### config.mk
export PLATFORM = sky130hd
export DESIGN_NAME = regfile_wb_arbiter
export DESIGN_NICKNAME = d
export VERILOG_FILES = /design/src/rtl/rf_pkg.sv /design/src/rtl/rr_arbiter2.sv /design/src/rtl/regfile_wb_arbiter.sv
export SDC_FILE = /design/constraint.sdc
export NUM_CORES = 1
export LEC_CHECK = 0
export ABC_CLOCK_PERIOD_IN_PS = 4800
export CORE_ASPECT_RATIO = 2
export CORE_MARGIN = 10
export CORE_UTILIZATION = 51
export CTS_BUF_LIST = sky130_fd_sc_hd__clkbuf_2 sky130_fd_sc_hd__clkbuf_4 sky130_fd_sc_hd__clkbuf_8
export CTS_CLUSTER_SIZE = 8
export DETAILED_ROUTE_END_ITERATION = 7
export PLACE_DENSITY_LB_ADDON = 0.08
export SLEW_MARGIN = 25
export SYNTH_ARGS = -nofsm -noshare
export SYNTH_HDL_FRONTEND = slang
export SYNTH_SLANG_ARGS = --single-unit
### constraint.sdc
create_clock -name clk -period 4.8 [get_ports clk]
set_clock_uncertainty 0.2 [all_clocks]
set_input_delay 1.44 -clock clk [delete_from_list [all_inputs] [get_ports clk]]
set_output_delay 1.44 -clock clk [all_outputs]
set_load 0.03 [all_outputs]
### src/rtl/rf_pkg.sv
// Shared widths and types for the register-file writeback path.
// The arbiter priority encoding is also the state of the round-robin arbiter.
package rf_pkg;

  localparam int XLEN       = 32;
  localparam int REG_ADDR_W = 5;
  localparam int RF_ADDR_W  = 6;
  localparam int NUM_REGS   = 32;

  typedef enum logic {
    PRI_ALU = 1'b0,
    PRI_LSU = 1'b1
  } wb_pri_e;

  // One writeback transfer as it crosses from a source into the output stage.
  typedef struct packed {
    logic [REG_ADDR_W-1:0] rd;
    logic [XLEN-1:0]       data;
  } wb_req_t;

endpackage

### src/rtl/rr_arbiter2.sv
// Two-request round-robin arbiter: index 0 is the ALU, index 1 the LSU.
// A lone request is always granted; a tie goes to the favoured side, which then flips.
module rr_arbiter2
  import rf_pkg::*;
(
  input  logic       clk,
  input  logic       rst_n,
  input  logic [1:0] req_i,
  output logic [1:0] gnt_o
);

  wb_pri_e pri_q;

  // NOTE: every always_comb output gets a default first, so no path can infer a latch.
  always_comb begin
    gnt_o = 2'b00;
    if (req_i[0] && (!req_i[1] || pri_q == PRI_ALU)) begin
      gnt_o[0] = 1'b1;
    end else if (req_i[1]) begin
      gnt_o[1] = 1'b1;
    end
  end

  // A granted request is always accepted, so a tie here is an accepted tie.
  // NOTE: sequential state uses non-blocking assignments only, so every flop samples pre-edge values.
  always_ff @(posedge clk or negedge rst_n) begin
    if (!rst_n) begin
      pri_q <= PRI_ALU;
    end else if (&req_i) begin
      pri_q <= gnt_o[0] ? PRI_LSU : PRI_ALU;
    end
  end

endmodule

### src/rtl/regfile_wb_arbiter.sv
// Owns the register file's single write port: arbitrates ALU/LSU writebacks,
// registers the winner for one cycle, and tracks pending writes in a busy scoreboard.
module regfile_wb_arbiter
  import rf_pkg::*;
(
  input  logic                  clk,
  input  logic                  rst_n,
  input  logic                  alu_valid,
  output logic                  alu_ready,
  input  logic [REG_ADDR_W-1:0] alu_rd,
  input  logic [XLEN-1:0]       alu_data,
  input  logic                  lsu_valid,
  output logic                  lsu_ready,
  input  logic [REG_ADDR_W-1:0] lsu_rd,
  input  logic [XLEN-1:0]       lsu_data,
  input  logic                  alloc_valid,
  input  logic [REG_ADDR_W-1:0] alloc_rd,
  input  logic [REG_ADDR_W-1:0] rs1,
  input  logic [REG_ADDR_W-1:0] rs2,
  output logic                  rs1_busy,
  output logic                  rs2_busy,
  output logic                  rf_we,
  output logic [RF_ADDR_W-1:0]  rf_waddr,
  output logic [XLEN-1:0]       rf_wdata
);

  logic [1:0]          gnt;
  logic                alu_acc;
  logic                lsu_acc;
  wb_req_t             win;
  logic                we_d,    we_q;
  logic [REG_ADDR_W-1:0] waddr_d, waddr_q;
  logic [XLEN-1:0]     wdata_d, wdata_q;
  logic [NUM_REGS-1:0] busy_d,  busy_q;

  rr_arbiter2 u_arb (
    .clk   (clk),
    .rst_n (rst_n),
    .req_i ({lsu_valid, alu_valid}),
    .gnt_o (gnt)
  );

  // Ready is a pure function of valids and arbiter state, held low through reset.
  assign alu_ready = gnt[0] & rst_n;
  assign lsu_ready = gnt[1] & rst_n;
  assign alu_acc   = alu_valid & alu_ready;
  assign lsu_acc   = lsu_valid & lsu_ready;

  always_comb begin
    win     = alu_acc ? wb_req_t'{rd: alu_rd, data: alu_data}
                      : wb_req_t'{rd: lsu_rd, data: lsu_data};
    we_d    = 1'b0;
    waddr_d = '0;
    wdata_d = '0;
    // Writes to x0 complete the handshake but never reach the port.
    if ((alu_acc || lsu_acc) && win.rd != '0) begin
      we_d    = 1'b1;
      waddr_d = win.rd;
      wdata_d = win.data;
    end
  end

  always_comb begin
    busy_d = busy_q;
    if (we_q) begin
      busy_d[waddr_q] = 1'b0;
    end
    // Applied after the clear so a same-edge re-allocation keeps the bit set.
    if (alloc_valid && alloc_rd != '0) begin
      busy_d[alloc_rd] = 1'b1;
    end
    busy_d[0] = 1'b0;
  end

  always_ff @(posedge clk or negedge rst_n) begin
    if (!rst_n) begin
      we_q    <= 1'b0;
      waddr_q <= '0;
      wdata_q <= '0;
      busy_q  <= '0;
    end else begin
      we_q    <= we_d;
      waddr_q <= waddr_d;
      wdata_q <= wdata_d;
      busy_q  <= busy_d;
    end
  end

  assign rf_we    = we_q;
  assign rf_waddr = {1'b0, waddr_q};
  assign rf_wdata = wdata_q;
  assign rs1_busy = busy_q[rs1];
  assign rs2_busy = busy_q[rs2];

endmodule
## After elaboration in Yosys (flattened, before gate mapping)

Index checks and enable logic that the tools add are counted.

| operators by class | value |
|---|---|
| muxes and demuxes | 18 |
| div/mod/pow operators | 0 |
| eq/ne operators | 0 |
| add/subtract/negate cells | 0 |
| shift operators | 0 |
| multiply operators | 0 |
| order comparisons | 6 |
| bitwise logic cells | 8 |
| reduce and logical (&&, ||, !) cells | 11 |

Operator list:

| cell | number |
|---|---|
| $mux 32 | 3 |
| $mux 37 | 1 |
| $and 32x32->32 | 1 |
| $not 32->32 | 1 |
| $or 32x32->32 | 1 |
| $lt 5x6->1 const B | 4 |
| $bmux 1 s5 | 2 |
| $demux 1 s5 | 2 |
| $ge 5x1->1 const B | 2 |
| $reduce_bool 5->1 | 2 |
| $mux 1 | 9 |
| $logic_and 1x1->1 | 5 |
| $mux 5 | 1 |
| $and 1x1->1 | 4 |
| $logic_or 1x1->1 | 2 |
| $reduce_and 2->1 | 1 |
| $logic_not 1->1 | 1 |
| $not 1->1 | 1 |

| storage, ports and cells | value |
|---|---|
| RAM bits | 0 |
| ROM bits | 0 |
| memories kept | 0 |
| bits in latches | 0 |
| word-level logic and storage cells | 48 |
| register bits | 70 |
| input port bits | 94 |

## Depth between registers and ports, before layout

| logic depth | value |
|---|---|
| depth in word-level cells | 10 |
| depth in mapped cells | 7 |

## Modules after synthesis

A second synthesis with hierarchy kept.

| unflattened totals | value |
|---|---|
| cell total of the unflattened synthesis | 335 |
| area, all modules | 3,849.9 µm² |

Modules (own cells, without submodules):

| module | times used | area each (µm²) | cells an instance |
|---|---|---|---|
| regfile_wb_arbiter | 1 | 3,793.6 | 329 |
| rr_arbiter2 | 1 | 56.3 | 6 |

## Least setup slack after synthesis

Ideal clock, no wire load.

| timing path | value |
|---|---|
| path kind | input to output |
| from | in rs1[0] |
| to | out rs1_busy |
| cell stages on the path | 5 |
| required time | 3.160 ns |
| setup slack | 0.388 ns |
| data arrival time | 2.772 ns |
| path buffers | 1 |
| path through | clkbuf_1 mux4_2 nand2b_1 o211ai_1 nand4_1 |

| on the way | value |
|---|---|
| word-level cells in the longest chain between the ends | 2 |

RTL lines:

| what | line | text |
|---|---|---|
| start, declared | regfile_wb_arbiter.sv:18 | `input logic [REG_ADDR_W-1:0] rs1,` |
| $bmux 1 s5 | regfile_wb_arbiter.sv:92 | `assign rs1_busy = busy_q[rs1];` |
| $mux 1 (not written as such) | regfile_wb_arbiter.sv:92 |  |
| end, declared | regfile_wb_arbiter.sv:20 | `output logic rs1_busy,` |

No other way between the ends. The select of a mux whose other input is x is not followed.

## Final worst setup path

| timing path | value |
|---|---|
| from | in rs2[0] |
| to | out rs2_busy |

| on the way | value |
|---|---|
| word-level cells in the longest chain between the ends | 2 |

RTL lines:

| what | line | text |
|---|---|---|
| start, declared | regfile_wb_arbiter.sv:19 | `input logic [REG_ADDR_W-1:0] rs2,` |
| $bmux 1 s5 | regfile_wb_arbiter.sv:93 | `assign rs2_busy = busy_q[rs2];` |
| $mux 1 (not written as such) | regfile_wb_arbiter.sv:93 |  |
| end, declared | regfile_wb_arbiter.sv:21 | `output logic rs2_busy,` |

No other way between the ends. The select of a mux whose other input is x is not followed.

==> flow_summary.yaml <==
die:
  die_h_um: 145
  initial_utilization_pct: 52.6
  core_area_mm2: 0.00760
  fp.dieArea_mm2: 0.0120
  die_w_um: 82.6
  core.rowCount: 45
  io_pins: 137
place:
  dpl_cell_area_mm2: 0.00546
  port_buffers: 135
  placed_cells: 633
  place.gp.congestion: 0.961
  dp_slack_ns: -0.418
  hpwl_mm: 10.4
critical_path:
  r2r_cells: 6
  crit_type: "in2out"
  cp.arrival_ns: 3.07
  endpoint_kind: "output port"
  cp_data_required_time_ns: 3.16
  r2r-end: "rf_wdata[28]"
  reg2reg_from: "u_arb.pri_q"
  rrSetupSlack_ns: 2.40
  critPathMaxFanout: 3
  crit_path_start_kind: "input port"
detailed_routing:
  drt_pass1_iterations: 5
  vias: 3889
  ant_nets: 0
  routed_wl_mm: 13.5
  drt-initial-drc-count: 275
  vias_per_cell: 5.97
  route.detailed.drc: 0
  wl_per_cell_um: 20.8
min_path:
  holdCritStartpoint: "u_arb.pri_q"
  hold_depth: 1
  hold_path_class: "reg2reg"
  min_to: "u_arb.pri_q"
timing:
  max_slew_margin_pct: 32.9
  finalSetupViolCount: 0
  fmax_mhz: 212
  period_needed_ns: 4.71
  rsz0062_at_grt: "false"
  finalSetupTns_ns: 0
  slew_viol_final: 0
  hold_viol: 0
  finalCritPeriodShare_pct: 98.1
  tightest_slew_ns: 1.01
  worst_slack_ns: 0.0920
logic_synthesis:
  synthDistinctLibCells: 37
  avgSynthCellArea_um2: 9.57
  synth_area_leaders: "dfrtp_1 (44%), o21ai_0 (12%), and3_1 (5.3%)"
  ys_warn_count: 0
  syn_nets: 512
  yosysTopAreaCell: "dfrtp_1"
  netlist_top_cells_count: "o21ai_0 (94), dfrtp_1 (70), and3_1 (34)"
  synth_most_common_cell: "o21ai_0"
  syn_inst: 418
  synth_area_mm2: 0.00400
  ys_seq_area_share_pct: 43.8
  synth_edf_count: 0
  yosys.area.top_type_share_pct: 43.8
  synth-seq-cells: 70
  synthArstFlopShare_pct: 100
  synth_flop_cell: "dfrtp_1"
cells_and_area:
  drive_above_1_share_pct: 10.6
  nets: 644
  syn_to_final_growth_pct: 41.7
  final_cells: 651
  fill_cells: 602
  final_area_mm2: 0.00567
grt:
  overflow: 0
  grt_pass1_wl_mm: 21.3
  antenna_found_initial: 2
  grtUsageTotal_pct: 23.0
  grt_pass1_vias: 4193
  grt_max_degree: 73
clock_network:
  numCtsBuffers: 9
  htreeDepth: 3
  ctsRootBufferMaster: "clkbuf_8"
  post_cts_buffers: 0
  clock-sinks: 70
  clk_latency_ns: 0.35
  clkTransAtPathRegs_ns: 0.07
  cts_hold_buffers: 0
  cts_tree: "built"
  clk_path_buf_depth: 2
pwr:
  p_leak_nw: 2.31
  vdd_drop_max_mv: 0.221
  cellPowerDensity_mw_per_mm2: 308
outcome:
  status: "completed"
run:
  max_cap_violations: 0
[how the worst max path moves through the flow]
| stage | start | end | slack [ns] |
|---|---|---|---|
| finish | rs2[0] | rs2_busy | 0.09 |
| global route | rs2[0] | rs2_busy | 0.02 |
| CTS | rs1[0] | rs1_busy | 0.01 |
| detailed placement | rs1[0] | rs1_busy | -0.42 |
| global placement | rs1[0] | rs1_busy | -0.38 |
| floorplan | rs1[0] | rs1_busy | 0.39 |
[power by group]
group	switching, mW	internal [mW]	total, mW
Clock	0.225	0.267	0.492
Sequential	0.0560	0.665	0.721
Combinational	0.294	0.239	0.533
Total	0.575	1.17	1.75
[logic make-up (layout without fill, tap and decap cells)]
logic type / after synthesis / in the layout / share of synthesized area [%]
AO/OA/AOI/OAI: 186 / 186 / 28.5
XOR/XNOR: 1 / 1 / 0.219
buffers and inverters: 39 / 176 / 4.78
flip-flops: 70 / 70 / 43.8
multiplexers: 25 / 25 / 8.13
other: 1 / 3 / 0.0937
AND/OR/NAND/NOR: 96 / 96 / 14.5
[placed cells by master, fill, tap and decap left out, types with 4 or more instances in the layout]
cell type          n
clkdlybuf4s50_1  130
a21boi_1           8
dfrtp_1           70
and3_1            34
nor2_1            11
clkbuf_8          11
inv_1              5
buf_4             20
nand2b_1           4
nand3b_1          10
a22oi_1            4
a31oi_1           33
o21ai_0           94
nor2b_1            4
mux4_2             6
nand3_1           12
a21boi_0          26
nand2_1            8
a21oi_1            9
mux2i_1           18
[worst max-delay path, cell delays in order]
cell	delay, ns
clkdlybuf4s50_1	0.55
mux4_2	0.52
nand2b_1	0.15
o2111ai_1	0.10
nand4_1	0.11
buf_2	0.19
[state kept, by name (all words and copies together), names as in the netlist]
register	flops
rf_we	1
u_arb.pri_q	1
rf_wdata	32
busy_q	31
waddr_q	5
[layer usage]
metal	share of wire, %	global-route usage (%)	wire [um]
met3	7.0	7.11	950
met2	55	40.2	7470
met4	5.1	13.6	693
met5	0	0	0
met1	33	22.1	4400
[final cells by class]
type | instances | area, um^2 | share of cell area (%)
Antenna cell | 2 | 5.00 | 0.0883
Clock buffer | 11 | 151 | 2.67
Clock inverter | 5 | 57.6 | 1.02
Inverter | 5 | 18.8 | 0.331
Multi-Input combinational cell | 309 | 2070 | 36.5
Sequential cell | 70 | 1750 | 30.9
Tap cell | 94 | 118 | 2.07
Timing Repair Buffer | 155 | 1500 | 26.4
[per-stage QoR]
| step | hold WS, ns | power [mW] | util [%] |
|---|---|---|---|
| floorplan | 0.281 | 1.03 | - |
| global placement | 0.300 | 1.25 | 71.8 |
| detailed placement | 0.304 | 1.26 | 71.8 |
| CTS | 0.318 | 1.75 | 74.4 |
| global route | 0.331 | 1.84 | 74.6 |
| finish | 0.318 | 1.75 | 74.6 |
[timing repair]
action,CTS,global route
cloned,0,0
resized for setup,10,2
setup endpoints to repair,2,1
Power figures use the tool's default switching activity.
